<file path="config.mk">
export PLATFORM = sky130hd
export DESIGN_NAME = nibble_serial_adder
export DESIGN_NICKNAME = d
export VERILOG_FILES = /design/src/rtl/nibble_serial_adder_pkg.sv /design/src/rtl/nibble_serial_adder_adder4.sv /design/src/rtl/nibble_serial_adder.sv
export SDC_FILE = /design/constraint.sdc
export NUM_CORES = 1
export LEC_CHECK = 0
export CORE_UTILIZATION = 35
export CTS_BUF_LIST = sky130_fd_sc_hd__clkbuf_8
export DETAILED_ROUTE_END_ITERATION = 8
export PLACE_DENSITY = 0.69
export RECOVER_POWER = 50
export SKIP_CTS_REPAIR_TIMING = 1
export SYNTH_ARGS = -nofsm -noshare
export SYNTH_HDL_FRONTEND = slang
export SYNTH_HIERARCHICAL = 1
export SYNTH_SLANG_ARGS = --single-unit
</file>
<file path="constraint.sdc">
create_clock -name clk -period 2.1 [get_ports clk]
set_input_delay 0.42 -clock clk [delete_from_list [all_inputs] [get_ports clk]]
set_output_delay 0.42 -clock clk [all_outputs]
set_load 0.01 [all_outputs]
</file>
<file path="src/rtl/nibble_serial_adder_pkg.sv">
// Shared definitions for the nibble-serial adder and its adder4 datapath:
// nibble width and the sequencer state encoding.
package nibble_serial_adder_pkg;

    localparam int NIB_W = 4;

    typedef enum logic {
        IDLE = 1'b0,
        ADD  = 1'b1
    } state_t;

endpackage

</file>
<file path="src/rtl/nibble_serial_adder_adder4.sv">
// adder4: 4-bit ripple-carry adder, one full adder per bit.
module adder4
    import nibble_serial_adder_pkg::*;
(
    output logic             cout,
    output logic [NIB_W-1:0] sum,
    input  logic [NIB_W-1:0] a,
    input  logic [NIB_W-1:0] b,
    input  logic             cin
);

    logic [NIB_W:0] carry;

    assign carry[0] = cin;

    for (genvar i = 0; i < NIB_W; i++) begin : g_bit
        assign sum[i]       = a[i] ^ b[i] ^ carry[i];
        assign carry[i + 1] = (a[i] & b[i]) | (carry[i] & (a[i] ^ b[i]));
    end

    assign cout = carry[NIB_W];

endmodule

</file>
<file path="src/rtl/nibble_serial_adder.sv">
// nibble_serial_adder: adds two NIBBLES*4-bit operands one nibble per clock through a single adder4.
// Optional macro NSA_SUBTRACT_EN adds a 'sub' input selecting A - B.
module nibble_serial_adder
    import nibble_serial_adder_pkg::*;
#(
    parameter int NIBBLES = 4
) (
    input  logic                 clk,
    input  logic                 rst,
    input  logic                 start,
    input  logic [4*NIBBLES-1:0] op_a,
    input  logic [4*NIBBLES-1:0] op_b,
    input  logic                 cin,
`ifdef NSA_SUBTRACT_EN
    input  logic                 sub,
`endif
    output logic                 busy,
    output logic                 done,
    output logic [4*NIBBLES-1:0] result,
    output logic                 cout
);

    localparam int W     = NIB_W * NIBBLES;
    localparam int CNT_W = (NIBBLES <= 2) ? 1 : $clog2(NIBBLES);
    localparam logic [CNT_W-1:0] LAST = CNT_W'(NIBBLES - 1);

    state_t           state;
    logic [CNT_W-1:0] cnt;
    logic             carry;
    logic [W-1:0]     a_q;
    logic [W-1:0]     b_q;
    logic [W-1:0]     acc;
    logic             sub_en;
    logic [NIB_W-1:0] nib_sum;
    logic             nib_cout;

`ifdef NSA_SUBTRACT_EN
    assign sub_en = sub;
`else
    assign sub_en = 1'b0;
`endif

    // Operands shift right, so the active nibble always sits in bits [3:0].
    adder4 u_adder4 (
        .cout (nib_cout),
        .sum  (nib_sum),
        .a    (a_q[NIB_W-1:0]),
        .b    (b_q[NIB_W-1:0]),
        .cin  (carry)
    );

    assign busy = (state == ADD);

    always_ff @(posedge clk) begin
        if (rst) begin
            state  <= IDLE;
            cnt    <= '0;
            carry  <= 1'b0;
            a_q    <= '0;
            b_q    <= '0;
            acc    <= '0;
            done   <= 1'b0;
            result <= '0;
            cout   <= 1'b0;
        end else begin
            done <= 1'b0;
            case (state)
                IDLE: begin
                    if (start) begin
                        a_q   <= op_a;
                        b_q   <= sub_en ? ~op_b : op_b;
                        carry <= sub_en ? 1'b1 : cin;
                        cnt   <= '0;
                        state <= ADD;
                    end
                end
                ADD: begin
                    a_q   <= a_q >> NIB_W;
                    b_q   <= b_q >> NIB_W;
                    acc   <= {nib_sum, acc[W-1:NIB_W]};
                    carry <= nib_cout;
                    cnt   <= cnt + CNT_W'(1);
                    // Outputs only move on the final nibble, never showing partial sums.
                    if (cnt == LAST) begin
                        result <= {nib_sum, acc[W-1:NIB_W]};
                        cout   <= nib_cout;
                        done   <= 1'b1;
                        state  <= IDLE;
                    end
                end
                default: state <= IDLE;
            endcase
        end
    end

endmodule
</file>
==> results of run 1 <==
-- synthesized netlist by cell type, drive strengths merged --
library cell  instances
ha                    2
clkinv                1
buf                  17
inv                  10
a211oi               26
dfxtp                66
or3b                  2
nor3b                 1
mux2i                45
clkbuf                9
a21bo                17
fa                    4
nor2                 21
nand2                 1
or2                   1
nand2b                1
nand3                17
nor2b                25
a21oi                19
-- final cells by class --
cell class              count  area (sq um)
fillers                   778          4200
multi-input cells         182          1400
flip-flops and latches     66          1330
repair buffers             59           603
well taps                 102           128
clock buffers               9           124
inverters                  11          41.3
clock inverters             6          27.5
-- registers in the layout, indices dropped and copies added, names as in the netlist --
signal	cells
result	16
acc	12
cnt	2
cout	1
done	1
busy	1
b_q	16
carry	1
a_q	16
-- layout by cell type, fill, tap and decap left out, drive strengths merged --
cell type       n
a211oi         26
a21bo          17
a21oi          19
buf             6
clkbuf         10
clkdlybuf4s50  52
clkinv          5
dfxtp          66
fa              4
ha              2
inv            12
mux2i          45
nand2           1
nand2b          1
nand3          17
nor2           21
nor2b          25
nor3b           1
or2             1
or3b            2
-- worst max-delay path, stage by stage (launching register included) --
cell,delay (ps)
dfxtp_2,330
fa_2,370
inv_2,60
fa_2,190
inv_2,40
fa_2,340
inv_2,60
fa_1,420
inv_2,80
nand3_2,60
a21oi_2,140
-- per-stage QoR --
stage / total power (uW) / TNS, ps / hold slack (ps) / utilization
global route: 2680 / -223 / 502 / 0.465
global placement: 1720 / -36.1 / 454 / 0.443
floorplan: 1600 / 0 / 443 / -
finish: 2550 / -66.3 / 469 / 0.465
detailed placement: 1720 / -113 / 461 / 0.443
CTS: 2580 / -139 / 472 / 0.462
-- final timing paths --
check                                  end  slack [ps]  depth (start not counted)
worst min-delay path             result[0]         470                          2
worst max-delay path            result[15]         -50                         10
worst max register to register  result[15]         -50                         10
worst min register to register   result[0]         470                          2
-- routing by layer --
metal / wire [um] / up-vias
li1: - / 1069
met1: 2630 / 999
met2: 2590 / 57
met3: 357 / 8
met4: 93 / 0
met5: 0 / -
-- kinds of logic (layout without fill, tap and decap cells) --
group                      count (synthesis)  in the layout  share of synthesized area
AOI/OAI and AO/OA                         62             62                      0.159
adders and majority gates                  6              6                     0.0363
buffers and inverters                     37             85                     0.0674
DFF                                       66             66                      0.457
muxes                                     45             45                      0.156
and+or+nand+nor                           69             69                      0.125
-- power breakdown --
part           internal [uW]  switching (uW)
Combinational            177             164
Sequential              1320            39.8
Clock                    404             446
==> impl_results.md, run 1 <==
- CTS Buffer Depth: 2
- Met1 Track Usage GR: 0.172
- Final net count: 371
- Worst Setup End Kind: register
- Routed wire length per instance: 13.0 um
- Yosys reg bits: 66
- I/O Buffers: 54
- Outcome: finished, violations left
- Yosys Warn Count: 6
- Distinct cells, synth: 22
- Pre-antenna DRT Iters: 4
- # rows: 32
- Final Skew: 8.11 ps
- Worst Path Max Fanout: 2
- Worst Path Arrival: 2420 ps
- Sequential area share after synthesis: 0.457
- Crit path required time: 2380 ps
- Startpoint types: register
- Crit share post-route: 1.02
- All-Layer GR Usage: 0.142
- Routability Congestion: 0.733
- Min-delay src: acc[4]
- I/O Pins: 55
- RR Startpoint: carry
- Failing checks: negative setup slack
- Die width: 92.9 um
- Synthesized Nets: 327
- Global-route wire length before repair: 9.47 mm
- Post-route setup slack: -47.4 ps
- Synth area leaders: dfxtp_1, mux2i_1, a211oi_1
- Congestion Overflow GR: 0
- Max-cap viol count: 0
- DP HPWL: 3.69 mm
- P&R area growth vs syn: 26.1%
- Count of final setup violators: 2
- CTS root buffer: clkbuf_8
- Non-filler cells, final: 435
- Pin count of the biggest net entering global routing: 80
- Starting Density: 0.369
- Avg Cell Area, Syn: 10.2 sq um
- Clk slew on worst S/H paths: 70 ps
- Post-DP Area: 3470 sq um
- Hold/Removal Path Class: register to register
- Die height: 92.9 um
- Clock latency on the worst-skew pair: 340 ps
- Vias in the first global route: 2050
- Vias per inst: 4.90
- CTS Buf Count: 9
- Slew Limit Fails: 0
- Post-synth top area cell: dfxtp_1
- Critical Path Start: carry
- Worst vdd ir: 0.378 mV
- Die area: 8640 sq um
- Cell Pwr Density: 699 nW/um^2
- Placed Cells: 420
- Final WL: 5.67 mm
- FMAX: 466 MHz
- Iter 0 DRT Violations: 100
- Top-area cell type share of the netlist area: 0.457
- Grt met2 use: 0.218
- Max_slew headroom: 0.609
- Crit path kind: register to register
- Antenna Nets Post-Route: 0
- Clk sinks: 66
- Post-route design area: 3650 sq um
- GR peak layer: met2
- Core Box Area: 7850 sq um
- Residual DRC: 0
- Antenna violations before repair: 0
- RSZ-0062 raised after global routing: true
- Max H-tree Level: 3
- Post-synthesis cell area: 2890 sq um
- # diodes: 0
- Final critical-path required period: 2150 ps
- Met3 Resource Use GR: 0.0599
- Via count: 2133
- Final hold violation count: 0
- Placement Setup Slack: -64.1 ps
- Layout cell share with drive strength beyond 1: 0.159
- Worst slew pin tran: 586 ps
- Leakage: 0.00144 uW
- Synthesized instance count: 285
- CTS tree: built
(Power assumes the default switching activity.)
==> run 2, diff against run 1 <==
- TNS_END_PERCENT: not set -> 30
==> impl_results.md, run 2 (synthesis results as in run 1) <==
- WHS: 469 ps (+0.0360 ps)
- Residual DRC: 0 (unchanged)
- Core Box Area: 7850 sq um (unchanged)
- Met2 routed WL: 2.60 mm (+0.35%)
- Leakage: 0.00144 uW (unchanged)
- Worst Path Arrival: 2420 ps (about the same)
- Routability Congestion: 0.733 (unchanged)
- Antenna violations before repair: 0 (unchanged)
- # rows: 32 (unchanged)
- Max H-tree Level: 3 (unchanged)
- Reg-to-reg setup timing slack: -50 ps (about the same)
- Final WL: 5.68 mm (+0.16%)
- DP HPWL: 3.69 mm (unchanged)
- Final net count: 371 (unchanged)
- CTS Buf Count: 9 (unchanged)
- I/O Pins: 55 (unchanged)
- Final critical-path required period: 2150 ps (+1.15 ps)
- RR Startpoint: carry
- Die height: 92.9 um (unchanged)
- Met3 routed WL: 335 um (-6.2%)
- Startpoint types: register
- Placed Cells: 420 (unchanged)
- Starting Density: 0.369 (unchanged)
- Pin count of the biggest net entering global routing: 80 (unchanged)
- Crit path kind: register to register
- Cell Pwr Density: 698 nW/um^2 (about the same)
- TNS Setup: -66.3 ps (+0.0446 ps)
- Worst slew pin tran: 585 ps (-1.45 ps)
- Die area: 8640 sq um (unchanged)
- Total power: 2550 uW (about the same)
- Min-delay src: acc[4]
- Global-route wire length before repair: 9.47 mm (unchanged)
- Die width: 92.9 um (unchanged)
- I/O Buffers: 54 (unchanged)
- Top sig layer: met4
- Final Skew: 8.10 ps (-0.00863 ps)
- Max-cap viol count: 0 (unchanged)
- Failing checks: negative setup slack
- Count of final setup violators: 2 (unchanged)
- Congestion Overflow GR: 0 (unchanged)
- Outcome: finished, violations left
- R2R depth: 10 (unchanged)
- Clk sinks: 66 (unchanged)
- Post-route setup slack: -48.6 ps (-1.15 ps)
- Vias in the first global route: 2050 (unchanged)
- Antenna Nets Post-Route: 0 (unchanged)
- Worst Setup End Kind: register
- Hold endpoint: result[0]
- P&R area growth vs syn: 26.1% (unchanged)
- Max_slew headroom: 0.610 (+0.000967)
- Pre-antenna DRT Iters: 4 (unchanged)
- Hold/Removal Path Class: register to register
- Vias per inst: 4.87 (-0.61%)
- Met1 WL: 2.65 mm (+0.87%)
- All-Layer GR Usage: 0.142 (unchanged)
- Crit path required time: 2380 ps (about the same)
- Commonest non-fill, non-tap cell in the layout: dfxtp_1
- Worst Path Max Fanout: 2 (unchanged)
- CTS root buffer: clkbuf_8
- Layout cell share with drive strength beyond 1: 0.159 (unchanged)
- Top Registers: a_q x16, b_q x16, result x16
- FMAX: 465 MHz (about the same)
- # diodes: 0 (unchanged)
- CTS tree: built
- Placement Setup Slack: -64.1 ps (unchanged)
- Worst vdd ir: 0.378 mV (about the same)
- Iter 0 DRT Violations: 97 (-3.0%)
- Clk slew on worst S/H paths: 70 ps (about the same)
- Crit share post-route: 1.02 (about the same)
- Routed wire length per instance: 13.1 um (+0.16%)
- Via count: 2120 (-0.61%)
- Worst r2r dst: result[15]
- Final hold violation count: 0 (unchanged)
- Non-filler cells, final: 435 (unchanged)
- RSZ-0062 raised after global routing: true
- Most frequent cells in the layout: dfxtp_1, clkdlybuf4s50_1, mux2i_1
- Clock latency on the worst-skew pair: 340 ps (about the same)
- CTS Buffer Depth: 2 (unchanged)
- Slew Limit Fails: 0 (unchanged)
- Hold path depth: 2 (unchanged)
[run 2: cell type report]
cell class	count	area, sq um
Clock buffer	9	124
Clock inverter	6	27.5
Fill cell	778	4200
Inverter	11	41.3
Multi-Input combinational cell	182	1400
Sequential cell	66	1330
Tap cell	102	128
Timing Repair Buffer	59	603
[run 2: report_power, final]
| group | total, uW | switching, uW | leakage, uW | internal [uW] |
|---|---|---|---|---|
| registers | 1360 | 39.8 | 0.000541 | 1320 |
| logic | 341 | 164 | 0.000808 | 177 |
| clock network | 849 | 445 | 0.0000910 | 404 |
[run 2: critical path: stages, from the launching register on]
cell and delay [ps]:
dfxtp_2 330, fa_2 370, inv_2 60, fa_2 190, inv_2 40, fa_2 340, inv_2 60, fa_1 420
inv_2 80, nand3_2 60, a21oi_2 140
[run 2: worst max path at each step]
stage	cells after the start	end	slack, ps	start
global placement	10	result[15]	-40	a_q[0]
global route	10	result[15]	-130	carry
detailed placement	10	result[15]	-60	a_q[0]
floorplan	10	result[15]	40	a_q[0]
finish	10	result[15]	-50	carry
CTS	10	result[15]	-80	a_q[0]
[run 2: layer usage]
layer / vias up / track usage
met1: 993 / 0.172
met5: - / 0
li1: 1069 / -
met2: 50 / 0.218
met3: 8 / 0.0599
met4: 0 / 0.0615
[run 2: per-stage QoR]
step	cell area (sq um)	utilization
floorplan	2890	-
global placement	3470	0.443
detailed placement	3470	0.443
CTS	3630	0.462
global route	3650	0.465
finish	3650	0.465
==> run 3, diff against run 2 <==
- CORE_UTILIZATION: 35 -> 48
- GPL_ROUTABILITY_DRIVEN: not set -> 0
- PLACE_DENSITY: 0.69 -> 0.87
==> impl_results.md, run 3 (synthesis results as in run 1) <==
- Outcome: finished, violations left
- Failing checks: negative setup slack
- Final net count: 373 (+0.54%)
- Antenna violations before repair: 0 (unchanged)
- FMAX: 462 MHz (-0.75%)
- Final Skew: 5.90 ps (-2.20 ps)
- Clk slew on worst S/H paths: 70 ps (about the same)
- CTS Buf Count: 9 (unchanged)
- Hold/Removal Path Class: input port to register
- Crit share post-route: 1.03 (+0.00770)
- RR Startpoint: a_q[0]
- Die width: 79.7 um (-14%)
- Post-DP Area: 3430 sq um (-1.4%)
- Max-cap viol count: 0 (unchanged)
- # rows: 27 (-16%)
- Reg-to-reg setup timing slack: -60 ps (-20 ps)
- Commonest non-fill, non-tap cell in the layout: dfxtp_1
- Die height: 79.7 um (-14%)
- Worst Setup End Kind: register
- Slowest CP cell: fa_1
- Routed wire length per instance: 14.7 um (+12%)
- Most common cell on crit path: fa_1
- DP HPWL: 3.94 mm (+7.0%)
- Die area: 6340 sq um (-27%)
- Residual DRC: 0 (unchanged)
- Layout cell share with drive strength beyond 1: 0.144 (-0.0154)
- Register share of total power: 0.494 (-0.039)
- Hold path depth: 2 (unchanged)
- Post-route design area: 3630 sq um (-0.48%)
- Iter 0 DRT Violations: 83 (-14%)
- Post-route setup slack: -64.8 ps (-16.2 ps)
- Worst r2r dst: result[15]
- Worst Path Arrival: 2440 ps (+20 ps)
- Most frequent cells in the layout: dfxtp_1, clkdlybuf4s50_1, mux2i_1
- # diodes: 0 (unchanged)
- Gate power share: 0.123 (-0.011)
- I/O Pins: 55 (unchanged)
- R2R depth: 10 (unchanged)
- P&R area growth vs syn: 25.5%
- Met3 routed WL: 288 um (-14%)
- Min-delay src: rst
- Worst slew pin tran: 477 ps (-108 ps)
- Max H-tree Level: 3 (unchanged)
- Final hold violation count: 0 (unchanged)
- Leakage: 0.00145 uW (+1.1%)
- Core Box Area: 5640 sq um (-28%)
- Placement Setup Slack: -65.6 ps (-1.47 ps)
- Crit path kind: register to register
- Met1 WL: 2.60 mm (-1.9%)
- Pre-antenna DRT Iters: 4 (unchanged)
- Worst Path Max Fanout: 2 (unchanged)
- RSZ-0062 raised after global routing: true
- Clk sinks: 66 (unchanged)
- CTS root buffer: clkbuf_8
- Global-route wire length before repair: 9.72 mm (+2.6%)
- Met2 routed WL: 2.96 mm (+14%)
- Slew Limit Fails: 0 (unchanged)
- CTS Buffer Depth: 2 (unchanged)
- Top Registers: a_q x16, b_q x16, result x16
- Crit path required time: 2370 ps (about the same)
- Vias in the first global route: 2088 (+1.9%)
- Worst vdd ir: 0.434 mV (+15%)
- I/O Buffers: 54 (unchanged)
- Final critical-path required period: 2160 ps (+16.2 ps)
- Switching portion of total power: 0.242 (-0.0128)
- Pin count of the biggest net entering global routing: 80 (unchanged)
- All-Layer GR Usage: 0.202 (+0.0599)
- Crit path buf inv count: 4 (unchanged)
- Final Core Density: 0.644 (+0.179)
- Net Sw Power: 666 uW (+2.6%)
- Cell Pwr Density: 758 nW/um^2 (+8.6%)
- Congestion Overflow GR: 0 (unchanged)
- Hold endpoint: cnt[1]
- Worst path max stage delay: 420 ps (about the same)
- Worst-path cell chain: fa_1, inv_1, fa_1, inv_1, fa_2, inv_2, fa_1, inv_2, nand3_2, a21oi_2
- P_int: 2090 uW (+9.9%)
- Count of final setup violators: 2 (unchanged)
- TNS Setup: -92.6 ps (-26.3 ps)
- Clock latency on the worst-skew pair: 340 ps (about the same)
- Starting Density: 0.513 (+0.144)
- Vias per inst: 5.34 (+9.7%)
- Startpoint types: register
- Antenna Nets Post-Route: 0 (unchanged)
- CTS tree: built
- Total power: 2750 uW (+8.0%)
- Filler instances: 469 (-40%)
- Max_slew headroom: 0.682 (+0.0721)
- Final WL: 5.96 mm (+4.9%)
- Crit-path leading delay family: adder cells
- Via count: 2170 (+2.4%)
- Clk pwr share: 0.383 (+0.050)
- Top sig layer: met4
## run 3: worst max path at each step
stage / to / cells past startpoint / slack, ps / startpoint
after floorplan: result[15] / 10 / 40 / a_q[0]
after global placement: result[15] / 10 / -20 / a_q[0]
after detailed placement: result[15] / 10 / -70 / a_q[0]
after CTS: result[15] / 10 / -90 / a_q[0]
after global routing: result[15] / 10 / -200 / a_q[0]
final: result[15] / 10 / -60 / a_q[0]
## run 3: cell type report
class,instances,area (sq um),share of cell area
Clock inverter,3,40.0,0.0110
Tap cell,72,90.1,0.0248
Sequential cell,66,1320,0.365
Clock buffer,11,151,0.0417
Timing Repair Buffer,61,596,0.164
Inverter,11,41.3,0.0114
Multi-Input combinational cell,182,1390,0.382
## run 3: per-stage QoR
step	hold slack [ps]	instances
4_1_cts	418	406
6_report	450	406
5_1_grt	448	406
3_3_place_gp	454	392
3_5_place_dp	460	392
2_1_floorplan	443	285
## run 3: layer usage
metal	vias to the layer above	GRT usage
met4	0	0.0818
met1	1033	0.236
met3	8	0.0549
met5	-	0
met2	57	0.345
li1	1072	-
## run 3: power by group through the flow
stage          sequential, uW  combinational [uW]  clock [uW]
6_report                 1360                 339        1050
3_3_place_gp             1380                 323           0
2_1_floorplan            1370                 228           0
4_1_cts                  1360                 336        1070
3_5_place_dp             1390                 333           0
5_1_grt                  1370                 374        1120
## run 3: worst register-to-register path, delay by kind of cell, from the launching register on
kind / cells / cell delay [ps]
simple gates: 1 / 60
fa+ha+maj: 4 / 1310
compound gates: 1 / 130
flops: 1 / 330
buf+inv: 4 / 270
==> variant 1 (config.mk and constraints of run 2) <==
Put one more register stage on the output `done`, without a reset. The value now appears one clock later. The other outputs are not delayed to match.
--- a/src/rtl/nibble_serial_adder.sv
+++ b/src/rtl/nibble_serial_adder.sv
@@ -23,6 +23,8 @@
     localparam int W     = NIB_W * NIBBLES;
     localparam int CNT_W = (NIBBLES <= 2) ? 1 : $clog2(NIBBLES);
     localparam logic [CNT_W-1:0] LAST = CNT_W'(NIBBLES - 1);
+
+    logic done_s0;
 
     state_t           state;
     logic [CNT_W-1:0] cnt;
@@ -59,11 +61,11 @@
             a_q    <= '0;
             b_q    <= '0;
             acc    <= '0;
-            done   <= 1'b0;
+            done_s0 <= 1'b0;
             result <= '0;
             cout   <= 1'b0;
         end else begin
-            done <= 1'b0;
+            done_s0 <= 1'b0;
             case (state)
                 IDLE: begin
                     if (start) begin
@@ -84,7 +86,7 @@
                     if (cnt == LAST) begin
                         result <= {nib_sum, acc[W-1:NIB_W]};
                         cout   <= nib_cout;
-                        done   <= 1'b1;
+                        done_s0 <= 1'b1;
                         state  <= IDLE;
                     end
                 end
@@ -93,4 +95,8 @@
         end
     end
 
+    always_ff @(posedge clk) begin
+        done <= done_s0;
+    end
+
 endmodule
Check against the original RTL: not equivalent (Yosys sat finds a counterexample within 10 cycles, from zero or initial values and one cycle with rst high).
==> variant 1 against run 2 <==
The run still ends with setup timing left; global-route usage down 0.24 points; sequential cell count up 1; sequential share of layout area down 0.54 points; clock skew up 1.3 ps; total power up 19%; critical endpoint unchanged; highest routed layer unchanged; routed wire length down 0.86%; worst hold slack worse by 140 ps; largest cell class unchanged; design area up 3.1%; area after synthesis up 0.69%; worst setup slack worse by 18 ps.
==> variant 1: results (changes against run 2) <==
\begin{tabular}{lr}
\hline
Metric & Value \\
\hline
\multicolumn{2}{l}{\textbf{Outcome}} \\
\quad Run status & finished, violations left \\
\quad Failing checks & setup timing \\
\multicolumn{2}{l}{\textbf{Power and ir drop}} \\
\quad Max IR drop VDD & 420 µV (+11\%) \\
\quad Leakage power total & 0.00148 µW (+2.9\%) \\
\multicolumn{2}{l}{\textbf{Worst setup path}} \\
\quad Signal arrival time at the worst endpoint & 2440 ps (+20 ps) \\
\quad Critical Path Fanout Max & 2 (unchanged) \\
\multicolumn{2}{l}{\textbf{Global routing}} \\
\quad Overall Global Routing Usage & 13.9\% (-0.24 points) \\
\quad Global-route wire length before repair & 9.34 mm (-1.4\%) \\
\quad Pin count of the biggest net entering global routing & 80 (unchanged) \\
\quad Number of global-route vias before repair & 1970 (-3.9\%) \\
\multicolumn{2}{l}{\textbf{Logic synthesis}} \\
\quad Synth Net Count & 328 (+0.31\%) \\
\quad Main area contributors after synthesis & dfxtp\_1 (46\%), mux2i\_1 (15\%), a211oi\_1 (6.7\%), a21bo\_2 (5.8\%), nor2b\_1 (5.4\%) \\
\quad Share of synthesized registers carrying an async set or reset & 0\% (unchanged) \\
\quad Top cells by count, synth & dfxtp\_1 (67), mux2i\_1 (45), a211oi\_1 (26) \\
\quad Sequential fraction of the synthesis area & 46.0\% (+0.37 points) \\
\quad Yosys Warn Count & 6 (unchanged) \\
\multicolumn{2}{l}{\textbf{Timing}} \\
\quad Worst clock skew on the final layout & 9.36 ps (+1.27 ps) \\
\quad Final worst setup slack & -66.2 ps (-17.7 ps) \\
\quad \# setup viols final & 2 (unchanged) \\
\quad Relative max-transition margin & 69.9\% (+8.9 points) \\
\quad Setup\_tns & -70.8 ps (-4.49 ps) \\
\multicolumn{2}{l}{\textbf{Clocking}} \\
\quad Number of H-tree levels & 3 (unchanged) \\
\quad Clk Latency, worst-skew pair & 340 ps (about the same) \\
\quad Clock slew at the register clock pins of the worst setup and hold paths & 70 ps (about the same) \\
\multicolumn{2}{l}{\textbf{Worst hold path}} \\
\quad Worst min path class & flip-flop to flip-flop \\
\multicolumn{2}{l}{\textbf{Layout}} \\
\quad Share of post-route cells with drive strength above 1 & 15.5\% (-0.44 points) \\
\quad Fill cells & 736 (-5.4\%) \\
\quad Biggest registers after layout & a\_q: 16 flops, b\_q: 16 flops, result: 16 flops \\
\quad Number of diodes added for antenna fixing & 0 (unchanged) \\
\quad Final layout net count & 373 (+0.54\%) \\
\multicolumn{2}{l}{\textbf{Drt}} \\
\quad Number of design-rule violations left by the first detailed-router iteration & 79 (-19\%) \\
\quad Total Routed Length & 5.63 mm (-0.86\%) \\
\quad Vias per cell & 4.84 (-0.64\%) \\
\multicolumn{2}{l}{\textbf{Place}} \\
\quad Last weighted congestion value of the routability-driven placer & 0.730 (-0.41\%) \\
\quad Half-perimeter wire length of the detailed placement result & 3.67 mm (-0.49\%) \\
\hline
\end{tabular}
variant 1: cell types whose count changed in the layout (fill, tap and decap cells not counted), sizes merged:
cell      delta
dfxtp        +1
bufinv       +3
clkinvlp     +2
buf          +2
clkinv       -4
clkbuf       -1
variant 1: cells by family after synthesis:
| logic type | count (synthesis) | share of synthesized area [%] |
|---|---|---|
| compound gates | 62 | 15.8 |
| mux | 45 | 15.5 |
| simple gates | 69 | 12.4 |
| flops | 67 | 46.0 |
| buf+inv | 37 | 6.70 |
| fa+ha+maj | 6 | 3.61 |
variant 1: metal layers:
layer  global-route usage [%]  up-vias  wire length (µm)
met5                        0        -                 0
met2                     21.1       49              2530
met4                     3.85        0                59
li1                         -     1078                 -
met1                     18.1      988              2730
met3                     5.85        6               318
variant 1: layout make-up:
class	count	area [µm²]	share of cell area, %
clock inverters	7	123	3.26
multi-input cells	182	1390	36.8
clock buffers	9	124	3.29
inverters	11	41.3	1.10
well taps	102	128	3.39
flip-flops and latches	67	1350	35.8
repair buffers	60	613	16.3
variant 1: power breakdown:
part	leakage (µW)	switching, µW	internal [µW]
clock network	0.000116	511	796
registers	0.000549	41.7	1340
logic	0.000816	160	178
variant 1: per-stage QoR:
stage	area [µm²]	std cells	worst slack (ps)	utilization (%)
after global routing	3760	438	-137	47.7
after detailed placement	3500	422	-72.3	44.4
after global placement	3500	422	-24.3	44.4
after CTS	3750	438	-84.3	47.5
final	3760	438	-66.2	47.7
after floorplan	2910	286	35.8	-
variant 1: path summary, 6_finish.rpt:
kind                 from    endpoint  slack (ps)  cells past startpoint
setup reg to reg    carry  result[15]         -70                     10
setup / recovery    carry  result[15]         -70                     10
hold reg to reg   done_s0        done         330                      0
hold / removal    done_s0        done         330                      0
variant 1: critical path: stages, from the launching register on:
cell and delay (ps):
dfxtp_2 340, fa_2 380, inv_2 60, fa_2 180, inv_2 40, fa_2 340
inv_2 60, fa_1 410, inv_1 80, nand3_1 60, a21oi_1 150
==> variant 2 (settings of run 2) <==
Made on the original files. The parameter `NIBBLES` goes from 4 to 2. Comments in the files are not updated.
--- a/src/rtl/nibble_serial_adder.sv
+++ b/src/rtl/nibble_serial_adder.sv
@@ -3,7 +3,7 @@
 module nibble_serial_adder
     import nibble_serial_adder_pkg::*;
 #(
-    parameter int NIBBLES = 4
+    parameter int NIBBLES = 2
 ) (
     input  logic                 clk,
     input  logic                 rst,
Ports: changed (resized op_a, op_b and result); port bits go from 55 to 31. The function was not compared with the original's and may differ.
==> variant 2 against run 2 <==
The flow still finishes with violations (setup timing); combinational power fell by 33%; core utilization rose by 0.57 points; die area fell by 47%; total power fell by 47%; critical endpoint is now result[7]; design area fell by 47%; critical path type unchanged; sequential power fell by 49%; sequential cell count fell by 33; largest power group unchanged; clock power fell by 50%; final cell count fell by 48%; area after synthesis fell by 48%; largest cell class unchanged; non-clock buffer count fell by 25; routed wire length fell by 55%; first-iteration DRC count fell by 47%; worst setup slack improved by 17 ps.
==> variant 2: results (changes against run 2) <==
\begin{tabular}{lr}
\hline
Metric & Value \\
\hline
\multicolumn{2}{l}{\textbf{Place}} \\
\quad Number of placed cells counting well taps & 218 (-48\%) \\
\quad Cell area after placement & 1840 µm² (-47\%) \\
\quad I/O Buffers & 30 (-44\%) \\
\quad Setup WS pre-CTS & -114 ps (-50.4 ps) \\
\multicolumn{2}{l}{\textbf{Power and ir drop}} \\
\quad Leakage power total & 0.000772 µW (-46\%) \\
\quad Max IR drop VDD & 330 µV (-13\%) \\
\multicolumn{2}{l}{\textbf{Logic synthesis}} \\
\quad Adder-Cell Fraction of Synth Area & 5.29\% (+1.7 points) \\
\quad Compound-Gate Fraction of Synth Area & 17.0\% (+1.1 points) \\
\quad Fraction of synthesized area in multiplexers & 13.9\% (-1.7 points) \\
\quad Unique cell type count in the Yosys netlist & 21 (-4.5\%) \\
\quad Synth Net Count & 170 (-48\%) \\
\quad Number of instances in the synthesized netlist & 146 (-49\%) \\
\quad Number of register bits inferred by synthesis & 33 (-50\%) \\
\quad Sequential fraction of the synthesis area & 43.7\% (-2.0 points) \\
\multicolumn{2}{l}{\textbf{Worst setup path}} \\
\quad Worst reg2reg path startpoint & a\_q[0] \\
\quad Signal arrival time at the worst endpoint & 2340 ps (-80 ps) \\
\quad Reg-to-reg critical path endpoint & result[7] \\
\multicolumn{2}{l}{\textbf{Timing}} \\
\quad \# setup viols final & 2 (unchanged) \\
\quad Relative max-transition margin & 76.4\% (+15 points) \\
\quad Final worst setup slack & -32.0 ps (+16.5 ps) \\
\quad Setup\_tns & -41.1 ps (+25.1 ps) \\
\multicolumn{2}{l}{\textbf{Drt}} \\
\quad Number of vias in the routed layout & 1045 (-51\%) \\
\quad Post-Route M1 WL & 1.20 mm (-55\%) \\
\quad WL met3 & 122 µm (-64\%) \\
\multicolumn{2}{l}{\textbf{Global routing}} \\
\quad Met1 global-route usage & 14.8\% (-2.4 points) \\
\quad Overall Global Routing Usage & 13.1\% (-1.0 points) \\
\quad GRT met3 Usage & 6.08\% (+0.088 points) \\
\quad Grt met2 use & 21.8\% (+0.030 points) \\
\quad Global-route wire length before repair & 4.33 mm (-54\%) \\
\multicolumn{2}{l}{\textbf{Layout}} \\
\quad Signal buffers & 34 (-42\%) \\
\quad Clock-cell share of area & 4.16\% (+0.014 points) \\
\quad Final layout net count & 199 (-46\%) \\
\quad Multi-input logic cell count & 90 (-51\%) \\
\quad Biggest registers after layout & a\_q: 8 flops, b\_q: 8 flops, result: 8 flops \\
\quad Non-filler instance count after layout & 226 (-48\%) \\
\multicolumn{2}{l}{\textbf{Outcome}} \\
\quad Run status & finished, violations left \\
\quad Failing checks & setup timing \\
\multicolumn{2}{l}{\textbf{Clocking}} \\
\quad CTS Buf Count & 5 (-4) \\
\quad Number of H-tree levels & 2 (-1) \\
\hline
\end{tabular}
## variant 2: cell types whose count changed after synthesis, sizes merged, moves of 2 or more
| cell | before | now |
|---|---|---|
| a211oi | 26 | 9 |
| a21bo | 17 | 9 |
| a21oi | 19 | 11 |
| buf | 17 | 11 |
| clkbuf | 9 | 1 |
| dfxtp | 66 | 33 |
| ha | 2 | 0 |
| mux2i | 45 | 21 |
| nand3 | 17 | 9 |
| nor2 | 21 | 13 |
| nor2b | 25 | 9 |
## variant 2: how the worst max path moves through the flow
stage / from / to / slack (ps) / cells after the start
after floorplan: a_q[0] / result[7] / 10 / 10
after global routing: a_q[0] / result[7] / -140 / 10
after detailed placement: a_q[0] / result[7] / -110 / 10
after global placement: a_q[0] / result[7] / -30 / 10
after CTS: a_q[0] / result[7] / -130 / 10
final: a_q[0] / result[7] / -30 / 10
## variant 2: per-stage QoR
| stage | util [%] | total power (µW) |
|---|---|---|
| final | 47.1 | 1350 |
| after global routing | 47.1 | 1430 |
| after CTS | 46.9 | 1360 |
| after detailed placement | 44.9 | 931 |
| after global placement | 44.9 | 923 |
| after floorplan | - | 860 |
## variant 2: power breakdown
group          total, µW  switching [µW]  internal [µW]  leakage (µW)
registers            688            22.4            666      0.000270
logic                230             113            117      0.000449
clock network        427             207            220     0.0000519
## variant 2: worst max-delay path, delay by kind of cell, from the launching register on
family / cells / cell delay, ps
DFF: 1 / 330
adders and majority gates: 4 / 1270
buffers and inverters: 4 / 250
AOI/OAI and AO/OA: 1 / 140
and+or+nand+nor: 1 / 70
## variant 2: cell families (layout without fill, tap and decap cells)
group                      after synthesis  after routing
muxes                                   21             21
DFF                                     33             33
and+or+nand+nor                         36             36
AOI/OAI and AO/OA                       29             29
adders and majority gates                4              4
buffers and inverters                   23             53
